`src/rtl/box_pkg.sv`:
```
// box_pkg: shared types and helpers for the box_regfile register file.
//   box_state_e : sequencer states (IDLE = normal access, CLEAR = array sweep)
//   box_merge   : per-bit masked merge used by the write port and the bypass path
// No ports (package).
package box_pkg;

  typedef enum logic {
    BOX_IDLE  = 1'b0,
    BOX_CLEAR = 1'b1
  } box_state_e;

  // Widest entry the merge helper handles; callers zero-extend into it and
  // truncate the result back to DATA_W.
  localparam int BOX_MAX_W = 64;

  // Bits with mask = 1 take the new data, bits with mask = 0 keep the old value.
  function automatic logic [BOX_MAX_W-1:0] box_merge(
    input logic [BOX_MAX_W-1:0] old_val,
    input logic [BOX_MAX_W-1:0] new_val,
    input logic [BOX_MAX_W-1:0] mask
  );
    return (old_val & ~mask) | (new_val & mask);
  endfunction

endpackage

```
`src/rtl/box_regfile_if.sv`:
```
// box_regfile_if: access bus of the register file.
//   master : write port (wr_*), two read requests (rd_en_x/rd_addr_x), clr_req;
//            receives rd_data_x/rd_valid_x, busy, clr_done, err
//   slave  : the register file side of the same signals
// clk and rst are not part of the bus.
interface box_regfile_if #(
  parameter int DATA_W = 8,
  parameter int DEPTH  = 4
);
  localparam int ADDR_W = $clog2(DEPTH);

  logic              wr_en;
  logic [ADDR_W-1:0] wr_addr;
  logic [DATA_W-1:0] wr_data;
  logic [DATA_W-1:0] wr_mask;
  logic              rd_en_a;
  logic [ADDR_W-1:0] rd_addr_a;
  logic              rd_en_b;
  logic [ADDR_W-1:0] rd_addr_b;
  logic              clr_req;
  logic [DATA_W-1:0] rd_data_a;
  logic              rd_valid_a;
  logic [DATA_W-1:0] rd_data_b;
  logic              rd_valid_b;
  logic              busy;
  logic              clr_done;
  logic              err;

  modport master (
    output wr_en, wr_addr, wr_data, wr_mask,
    output rd_en_a, rd_addr_a, rd_en_b, rd_addr_b, clr_req,
    input  rd_data_a, rd_valid_a, rd_data_b, rd_valid_b,
    input  busy, clr_done, err
  );

  modport slave (
    input  wr_en, wr_addr, wr_data, wr_mask,
    input  rd_en_a, rd_addr_a, rd_en_b, rd_addr_b, clr_req,
    output rd_data_a, rd_valid_a, rd_data_b, rd_valid_b,
    output busy, clr_done, err
  );
endinterface

```
`src/rtl/box_rd_port.sv`:
```
// box_rd_port: one registered read port of box_regfile.
//   clk, rst      : clock, synchronous active-high reset
//   rd_en_i       : read request, already suppressed by the parent during a clear
//   rd_addr_i     : read address
//   mem_flat_i    : current array contents, entry i at [i*DATA_W +: DATA_W]
//   wr_act_i      : a legal write is being committed this cycle
//   wr_addr_i     : its address
//   wr_data_i     : its post-merge value (bypass source)
//   rd_data_o     : registered read data (holds when no read)
//   rd_valid_o    : registered read valid
//   oor_o         : combinational, this cycle's read request is out of range
module box_rd_port #(
  parameter  int DATA_W = 8,
  parameter  int DEPTH  = 4,
  localparam int ADDR_W = $clog2(DEPTH)
) (
  input  logic                    clk,
  input  logic                    rst,
  input  logic                    rd_en_i,
  input  logic [ADDR_W-1:0]       rd_addr_i,
  input  logic [DEPTH*DATA_W-1:0] mem_flat_i,
  input  logic                    wr_act_i,
  input  logic [ADDR_W-1:0]       wr_addr_i,
  input  logic [DATA_W-1:0]       wr_data_i,
  output logic [DATA_W-1:0]       rd_data_o,
  output logic                    rd_valid_o,
  output logic                    oor_o
);

  // Compare one bit wider than the address so a non-power-of-2 DEPTH is exact.
  localparam logic [ADDR_W:0] DEPTH_X = (ADDR_W+1)'(DEPTH);

  logic              in_range_s;
  logic [DATA_W-1:0] entry_s;
  logic [DATA_W-1:0] rd_data_d, rd_data_q;
  logic              rd_valid_d, rd_valid_q;

  assign in_range_s = ({1'b0, rd_addr_i} < DEPTH_X);
  assign oor_o      = rd_en_i & ~in_range_s;

  // Select the addressed entry from the flattened array.
  always_comb begin
    entry_s = '0;
    for (int i = 0; i < DEPTH; i++) begin
      if (rd_addr_i == ADDR_W'(i)) begin
        entry_s = mem_flat_i[i*DATA_W +: DATA_W];
      end else begin
        entry_s = entry_s;
      end
    end
  end

  // Next read result: out-of-range reads return zero, a same-address write is bypassed.
  always_comb begin
    rd_data_d  = rd_data_q;
    rd_valid_d = 1'b0;
    if (rd_en_i) begin
      rd_valid_d = 1'b1;
      if (!in_range_s) begin
        rd_data_d = '0;
      end else if (wr_act_i && (wr_addr_i == rd_addr_i)) begin
        rd_data_d = wr_data_i;
      end else begin
        rd_data_d = entry_s;
      end
    end else begin
      rd_valid_d = 1'b0;
    end
  end

  // Output registers.
  always_ff @(posedge clk) begin
    if (rst) begin
      rd_data_q  <= '0;
      rd_valid_q <= 1'b0;
    end else begin
      rd_data_q  <= rd_data_d;
      rd_valid_q <= rd_valid_d;
    end
  end

  assign rd_data_o  = rd_data_q;
  assign rd_valid_o = rd_valid_q;

endmodule

```
`src/rtl/box_regfile.sv`:
```
// box_regfile: DEPTH x DATA_W register file, one masked write port, two
// registered read ports with same-cycle write bypass, and a clear sequencer
// that zeroes one entry per cycle.
//   clk, rst : clock, synchronous active-high reset
//   bus      : box_regfile_if.slave (write, read A/B, clr_req, status outputs)
module box_regfile
  import box_pkg::*;
#(
  parameter int DATA_W = 8,
  parameter int DEPTH  = 4
) (
  input logic          clk,
  input logic          rst,
  box_regfile_if.slave bus
);

  localparam int              ADDR_W  = $clog2(DEPTH);
  localparam logic [ADDR_W:0] DEPTH_X = (ADDR_W+1)'(DEPTH);
  localparam logic [ADDR_W-1:0] LAST  = ADDR_W'(DEPTH - 1);

  logic [DATA_W-1:0]       mem_q [DEPTH];
  logic [DATA_W-1:0]       mem_d [DEPTH];
  box_state_e              state_q, state_d;
  logic [ADDR_W-1:0]       clr_cnt_q, clr_cnt_d;
  logic                    busy_q, busy_d;
  logic                    clr_done_q, clr_done_d;
  logic                    err_q, err_d;

  logic                    idle_s;
  logic                    wr_ok_s;
  logic                    wr_act_s;
  logic [DATA_W-1:0]       wr_old_s;
  logic [DATA_W-1:0]       wr_merged_s;
  logic [DEPTH*DATA_W-1:0] mem_flat_s;
  logic                    oor_a_s, oor_b_s;

  assign idle_s   = (state_q == BOX_IDLE);
  assign wr_ok_s  = ({1'b0, bus.wr_addr} < DEPTH_X);
  assign wr_act_s = idle_s & bus.wr_en & wr_ok_s;

  // Current value of the write target and the flattened array for the read ports.
  always_comb begin
    wr_old_s   = '0;
    mem_flat_s = '0;
    for (int i = 0; i < DEPTH; i++) begin
      mem_flat_s[i*DATA_W +: DATA_W] = mem_q[i];
      if (bus.wr_addr == ADDR_W'(i)) begin
        wr_old_s = mem_q[i];
      end else begin
        wr_old_s = wr_old_s;
      end
    end
  end

  assign wr_merged_s = DATA_W'(box_merge(BOX_MAX_W'(wr_old_s), BOX_MAX_W'(bus.wr_data),
                                         BOX_MAX_W'(bus.wr_mask)));

  box_rd_port #(.DATA_W(DATA_W), .DEPTH(DEPTH)) u_rd_a (
    .clk        (clk),
    .rst        (rst),
    .rd_en_i    (bus.rd_en_a & idle_s),
    .rd_addr_i  (bus.rd_addr_a),
    .mem_flat_i (mem_flat_s),
    .wr_act_i   (wr_act_s),
    .wr_addr_i  (bus.wr_addr),
    .wr_data_i  (wr_merged_s),
    .rd_data_o  (bus.rd_data_a),
    .rd_valid_o (bus.rd_valid_a),
    .oor_o      (oor_a_s)
  );

  box_rd_port #(.DATA_W(DATA_W), .DEPTH(DEPTH)) u_rd_b (
    .clk        (clk),
    .rst        (rst),
    .rd_en_i    (bus.rd_en_b & idle_s),
    .rd_addr_i  (bus.rd_addr_b),
    .mem_flat_i (mem_flat_s),
    .wr_act_i   (wr_act_s),
    .wr_addr_i  (bus.wr_addr),
    .wr_data_i  (wr_merged_s),
    .rd_data_o  (bus.rd_data_b),
    .rd_valid_o (bus.rd_valid_b),
    .oor_o      (oor_b_s)
  );

  // Sequencer, array update and status pulses.
  always_comb begin
    state_d    = state_q;
    clr_cnt_d  = clr_cnt_q;
    busy_d     = busy_q;
    clr_done_d = 1'b0;
    err_d      = 1'b0;
    for (int i = 0; i < DEPTH; i++) begin
      mem_d[i] = mem_q[i];
    end
    case (state_q)
      BOX_IDLE: begin
        for (int i = 0; i < DEPTH; i++) begin
          if (wr_act_s && (bus.wr_addr == ADDR_W'(i))) begin
            mem_d[i] = wr_merged_s;
          end else begin
            mem_d[i] = mem_q[i];
          end
        end
        // All violations of one cycle fold into a single err pulse.
        err_d = (bus.wr_en & ~wr_ok_s) | oor_a_s | oor_b_s;
        // Accesses in the clr_req cycle are serviced; the sweep starts next cycle.
        if (bus.clr_req) begin
          state_d   = BOX_CLEAR;
          clr_cnt_d = '0;
          busy_d    = 1'b1;
        end else begin
          state_d   = BOX_IDLE;
          busy_d    = 1'b0;
        end
      end
      BOX_CLEAR: begin
        for (int i = 0; i < DEPTH; i++) begin
          if (clr_cnt_q == ADDR_W'(i)) begin
            mem_d[i] = '0;
          end else begin
            mem_d[i] = mem_q[i];
          end
        end
        // Accesses are refused while sweeping; clr_req is ignored.
        err_d = bus.wr_en | bus.rd_en_a | bus.rd_en_b;
        if (clr_cnt_q == LAST) begin
          state_d    = BOX_IDLE;
          clr_cnt_d  = '0;
          busy_d     = 1'b0;
          clr_done_d = 1'b1;
        end else begin
          clr_cnt_d  = clr_cnt_q + ADDR_W'(1);
        end
      end
      default: begin
        state_d   = BOX_IDLE;
        clr_cnt_d = '0;
        busy_d    = 1'b0;
      end
    endcase
  end

  // State registers.
  always_ff @(posedge clk) begin
    if (rst) begin
      state_q    <= BOX_IDLE;
      clr_cnt_q  <= '0;
      busy_q     <= 1'b0;
      clr_done_q <= 1'b0;
      err_q      <= 1'b0;
      for (int i = 0; i < DEPTH; i++) begin
        mem_q[i] <= '0;
      end
    end else begin
      state_q    <= state_d;
      clr_cnt_q  <= clr_cnt_d;
      busy_q     <= busy_d;
      clr_done_q <= clr_done_d;
      err_q      <= err_d;
      for (int i = 0; i < DEPTH; i++) begin
        mem_q[i] <= mem_d[i];
      end
    end
  end

  assign bus.busy     = busy_q;
  assign bus.clr_done = clr_done_q;
  assign bus.err      = err_q;

endmodule

```
`src/flat_wrapper.sv`:
```
// flat-port wrapper written by rule: the top's interface ports become plain ports
module box_regfile_flat import box_pkg::*;
#(
  parameter int DATA_W = 8,
  parameter int DEPTH  = 4
)
  (clk, rst, bus_wr_en, bus_wr_addr, bus_wr_data, bus_wr_mask, bus_rd_en_a, bus_rd_addr_a, bus_rd_en_b, bus_rd_addr_b, bus_clr_req, bus_rd_data_a, bus_rd_valid_a, bus_rd_data_b, bus_rd_valid_b, bus_busy, bus_clr_done, bus_err);
  box_regfile_if #(.DATA_W(DATA_W), .DEPTH(DEPTH)) bus_i ();
  input logic clk;
  input logic rst;
  input wire logic [$bits(bus_i.wr_en)-1:0] bus_wr_en;
  input wire logic [$bits(bus_i.wr_addr)-1:0] bus_wr_addr;
  input wire logic [$bits(bus_i.wr_data)-1:0] bus_wr_data;
  input wire logic [$bits(bus_i.wr_mask)-1:0] bus_wr_mask;
  input wire logic [$bits(bus_i.rd_en_a)-1:0] bus_rd_en_a;
  input wire logic [$bits(bus_i.rd_addr_a)-1:0] bus_rd_addr_a;
  input wire logic [$bits(bus_i.rd_en_b)-1:0] bus_rd_en_b;
  input wire logic [$bits(bus_i.rd_addr_b)-1:0] bus_rd_addr_b;
  input wire logic [$bits(bus_i.clr_req)-1:0] bus_clr_req;
  output wire logic [$bits(bus_i.rd_data_a)-1:0] bus_rd_data_a;
  output wire logic [$bits(bus_i.rd_valid_a)-1:0] bus_rd_valid_a;
  output wire logic [$bits(bus_i.rd_data_b)-1:0] bus_rd_data_b;
  output wire logic [$bits(bus_i.rd_valid_b)-1:0] bus_rd_valid_b;
  output wire logic [$bits(bus_i.busy)-1:0] bus_busy;
  output wire logic [$bits(bus_i.clr_done)-1:0] bus_clr_done;
  output wire logic [$bits(bus_i.err)-1:0] bus_err;
  assign bus_i.wr_en = bus_wr_en;
  assign bus_i.wr_addr = bus_wr_addr;
  assign bus_i.wr_data = bus_wr_data;
  assign bus_i.wr_mask = bus_wr_mask;
  assign bus_i.rd_en_a = bus_rd_en_a;
  assign bus_i.rd_addr_a = bus_rd_addr_a;
  assign bus_i.rd_en_b = bus_rd_en_b;
  assign bus_i.rd_addr_b = bus_rd_addr_b;
  assign bus_i.clr_req = bus_clr_req;
  assign bus_rd_data_a = bus_i.rd_data_a;
  assign bus_rd_valid_a = bus_i.rd_valid_a;
  assign bus_rd_data_b = bus_i.rd_data_b;
  assign bus_rd_valid_b = bus_i.rd_valid_b;
  assign bus_busy = bus_i.busy;
  assign bus_clr_done = bus_i.clr_done;
  assign bus_err = bus_i.err;
  box_regfile #(.DATA_W(DATA_W), .DEPTH(DEPTH)) u_core (.clk(clk), .rst(rst), .bus(bus_i));
endmodule
```
`config.mk`:
```
export PLATFORM = sky130hd
export DESIGN_NAME = box_regfile_flat
export DESIGN_NICKNAME = d
export VERILOG_FILES = /design/src/rtl/box_pkg.sv /design/src/rtl/box_regfile_if.sv /design/src/rtl/box_rd_port.sv /design/src/rtl/box_regfile.sv /design/src/flat_wrapper.sv
export SDC_FILE = /design/constraint.sdc
export NUM_CORES = 1
export LEC_CHECK = 0
export CAP_MARGIN = 15
export CORE_UTILIZATION = 45
export CTS_CLUSTER_SIZE = 30
export DETAILED_ROUTE_END_ITERATION = 10
export PLACE_DENSITY_LB_ADDON = 0.3
export SYNTH_ARGS = -nofsm -noshare
export SYNTH_HDL_FRONTEND = slang
export SYNTH_SLANG_ARGS = --single-unit
```
`constraint.sdc`:
```
create_clock -name clk -period 1.4 [get_ports clk]
set_clock_uncertainty 0.1 [all_clocks]
set_input_delay 0.14 -clock clk [delete_from_list [all_inputs] [get_ports clk]]
set_output_delay 0.14 -clock clk [all_outputs]
set_load 0.03 [all_outputs]
```
==> results.md <==
- Max cap viols: 0
- Longest Clk Path Bufs: 2
- #FFs+latches synth: 56
- Placed cell count: 512
- Die area: 7400 µm²
- Die height: 86.0 µm
- FF-to-FF End: u_core.mem_q[3][1]
- Mapped Nets: 376
- Final #Nets: about 460
- Post-DP HPWL: 6610 µm
- Worst Setup End Kind: register
- Die W: 86.0 µm
- Post-synthesis mux area share: 16.6%
- Clock Sinks: 56
- Commonest cells post-synth: dfxtp_1, nand2_1, nand3_1
- Root Driver: clkbuf_8
- Fmax: approximately 680 MHz
- Crit path kind: register to register
- Syn Std Cell Area: approximately 3200 µm²
- Status: complete, but fails checks
- Reg power frac: roughly 48%
- Share of post-route cells with drive strength above 1: 27.9%
- Critical Path RT: 1.55 ns
- Seq/Total Area, Yosys: 35.3%
- First-pass GRT wire length: 15,300 µm
- Slew Limit Fails: 0
- P_int: ~2.5 mW
- Mapped Cells: 344
- Net Sw Frac: 31.3%
- CTS tree: yes
- Post-Synth XOR/XNOR Area: 1.10%
- Antenna violations before repair: 0
- Power density over the cells: between 800 and 900 nW/µm²
- Worst-path clk slew: around 0.11 ns
- Warnings, synthesis: 0
- Switching power: ~1.1 mW
- Tightest Hold Check Type: input port to register
- Row cnt: 30
- Syn avg cell area: about 9.2 µm²
- FFs w/ async S/R, synth: 0%
- Maximum VDD drop: 370 µV
- Drt initial violations: 284
- Synth Area in Simple Gates: 25.3%
- R2R cell count: 4
- Vias in the first global route: a little under 3,000
- Non-Filler Instances: approximately 530
- Crit path from: u_core.state_q
- Crit path to: u_core.mem_q[3][1]
- Distinct cell type count after synthesis: 36
- Leading area contributor after synthesis: dfxtp_1
- Largest net degree at the start of global routing: 35
- Failing checks: negative setup slack
- WL final: 9970 µm
- H-tree lvl count: 2
- Total number of vias: 3,115
- Post-synth top area share: 35.3%
- Post-synth EDFFs: 0
- Leading post-synthesis cells by cell area: dfxtp_1, mux4_2, nand3_1
- Final setup violation count: 8
- Core Region: approximately 6800 µm²
- GRT Total Usage: 27.6%
- Synthesis-to-layout area growth: 38.1%
- # fillers: 574
- Slew headroom: 72.8%
- Setup TNS: -0.151 ns
- RePlAce Congestion: 0.914
- Min setup slack post-route: -0.0769 ns
- Total power: between 3 and 4 mW
- Worst Path Max Fanout: 8
- Worst hold margin: 0.369 ns
- Drc violations: 0
- Routed len/inst: 19.0 µm
- Least-Margin Pin Slew: approximately 0.41 ns
- Worst-skew pair later-pin latency: 0.32 ns
- Final Hold Vio Count: 0
- Largest family of logic cells by synthesized area: simple AND/OR/NAND/NOR gates
- Post-Synth Adder-Cell Area: under 10%
- WP data arrival: 1.63 ns
- Critical R2R Launch: u_core.state_q
- R2R setup slack: -0.08 ns
- IO Pins: 49
- Diode count: 0
- PortBufs: 48
- Clk pwr share: a little over a quarter
- Worst Setup Start Kind: register
- Top FF cell, synth: dfxtp_1
- Initial Utilization: a little under half
- Detail Route Antenna Nets: 0
- Shortest period the worst path allows: around 1.5 ns
- DRT Pass-1 Iters: 5
- Compound-Gate Fraction of Synth Area: about 15%
- RSZ-0062 raised after global routing: yes
- Pre-CTS setup slack: -0.476 ns
- Combinational group share of total power: between 20% and 30%
- Fin crit share: 105%
- Cell leakage power: between 1.5 and 2 nW
- Vias per cell: around 5.9
- Cell with the most instances after synthesis: dfxtp_1
- GRT Residual Overflow: 0
- Inserted Clock Buffers: 5
## final cells by class
cell class / instances / area, µm² / share of cell area (%)
multi-input combinational: 263 / 2030 / 46.3
sequential: 56 / 1130 / 25.7
timing repair buffer: 99 / 1000 / 22.9
tap: 96 / 120 / 2.74
clock buffer: 5 / 68.8 / 1.57
clock inverter: 3 / 22.5 / 0.513
inverter: 4 / 15.0 / 0.342
## routing by layer
metal,global-route usage [%],vias to the layer above,wire [µm]
met5,0,-,0
met4,14.8,0,389
met3,5.77,39,801
met2,43.9,165,4630
met1,35.0,1473,4150
li1,-,1438,-
## metrics by stage
stage	utilization [%]	cell area, µm²
finish	64.6	4390
global route	64.6	4390
CTS	62.9	4270
detailed placement	59.1	4020
global placement	59.1	4020
floorplan	-	3190
## power groups by stage
stage	Sequential [mW]	Clock (mW)	Combinational, mW
6_report	1.71	0.945	0.918
5_1_grt	1.72	1.01	0.973
4_1_cts	1.71	0.962	0.871
3_5_place_dp	1.74	0	0.818
3_3_place_gp	1.74	0	0.807
2_1_floorplan	1.79	0	0.428
## worst max-delay path: stages, from the launching register on
cell     delay (ns)
dfxtp_2        0.36
and2b_4        0.31
and3_4         0.30
nand3_2        0.14
a21oi_2        0.19
## state kept, by name, indices dropped and copies added (netlist names), 2 cells and up
name	flops
u_core.u_rd_a.rd_data_o	8
u_core.u_rd_b.rd_data_o	8
u_core.mem_q	32
u_core.clr_cnt_q	2
## kinds of logic (layout without fill, tap and decap cells)
group | after synthesis | after routing
simple gates | 162 | 162
compound gates | 61 | 61
flops | 56 | 56
mux | 32 | 32
buf+inv | 25 | 111
fa+ha+maj | 4 | 4
xor+xnor | 4 | 4
## cell usage in the layout (no fill, tap or decap), drive strengths merged, types with 3 or more instances in the layout
| cell | instances |
|---|---|
| clkbuf | 5 |
| mux4 | 16 |
| mux2i | 16 |
| nor3 | 3 |
| bufbuf | 4 |
| nand2b | 3 |
| nand2 | 54 |
| and2b | 4 |
| ha | 4 |
| nand3 | 45 |
| nor2 | 30 |
| o221ai | 9 |
| inv | 5 |
| dfxtp | 56 |
| nand3b | 9 |
| a311oi | 7 |
| clkdlybuf4s50 | 20 |
| nor2b | 7 |
| and3 | 3 |
| dlygate4sd2 | 26 |
| buf | 47 |
| a32oi | 7 |
| a21oi | 37 |
| xnor2 | 4 |
## worst min-delay path by stage
stage	startpoint	endpoint	slack, ns	cells after the start
after floorplan	bus_clr_req	u_core.state_q	0.20	2
after global routing	u_core.bus.busy	u_core.bus.busy	0.39	1
after CTS	bus_clr_req	u_core.state_q	0.37	3
after detailed placement	u_core.u_rd_a.rd_data_o[2]	u_core.u_rd_a.rd_data_o[2]	0.35	2
final	bus_clr_req	u_core.state_q	0.37	3
after global placement	u_core.bus.busy	u_core.bus.busy	0.35	1
## timing repair
item                                    in CTS  in global routing
hold buffers                                 0                  0
pin swaps                                    4                  5
gates resized for setup                     41                 25
gates cloned                                 4                  0
buffers inserted                             2                  0
endpoints found under the setup margin      58                 33
No activity file was read; power rests on OpenSTA's default activity.
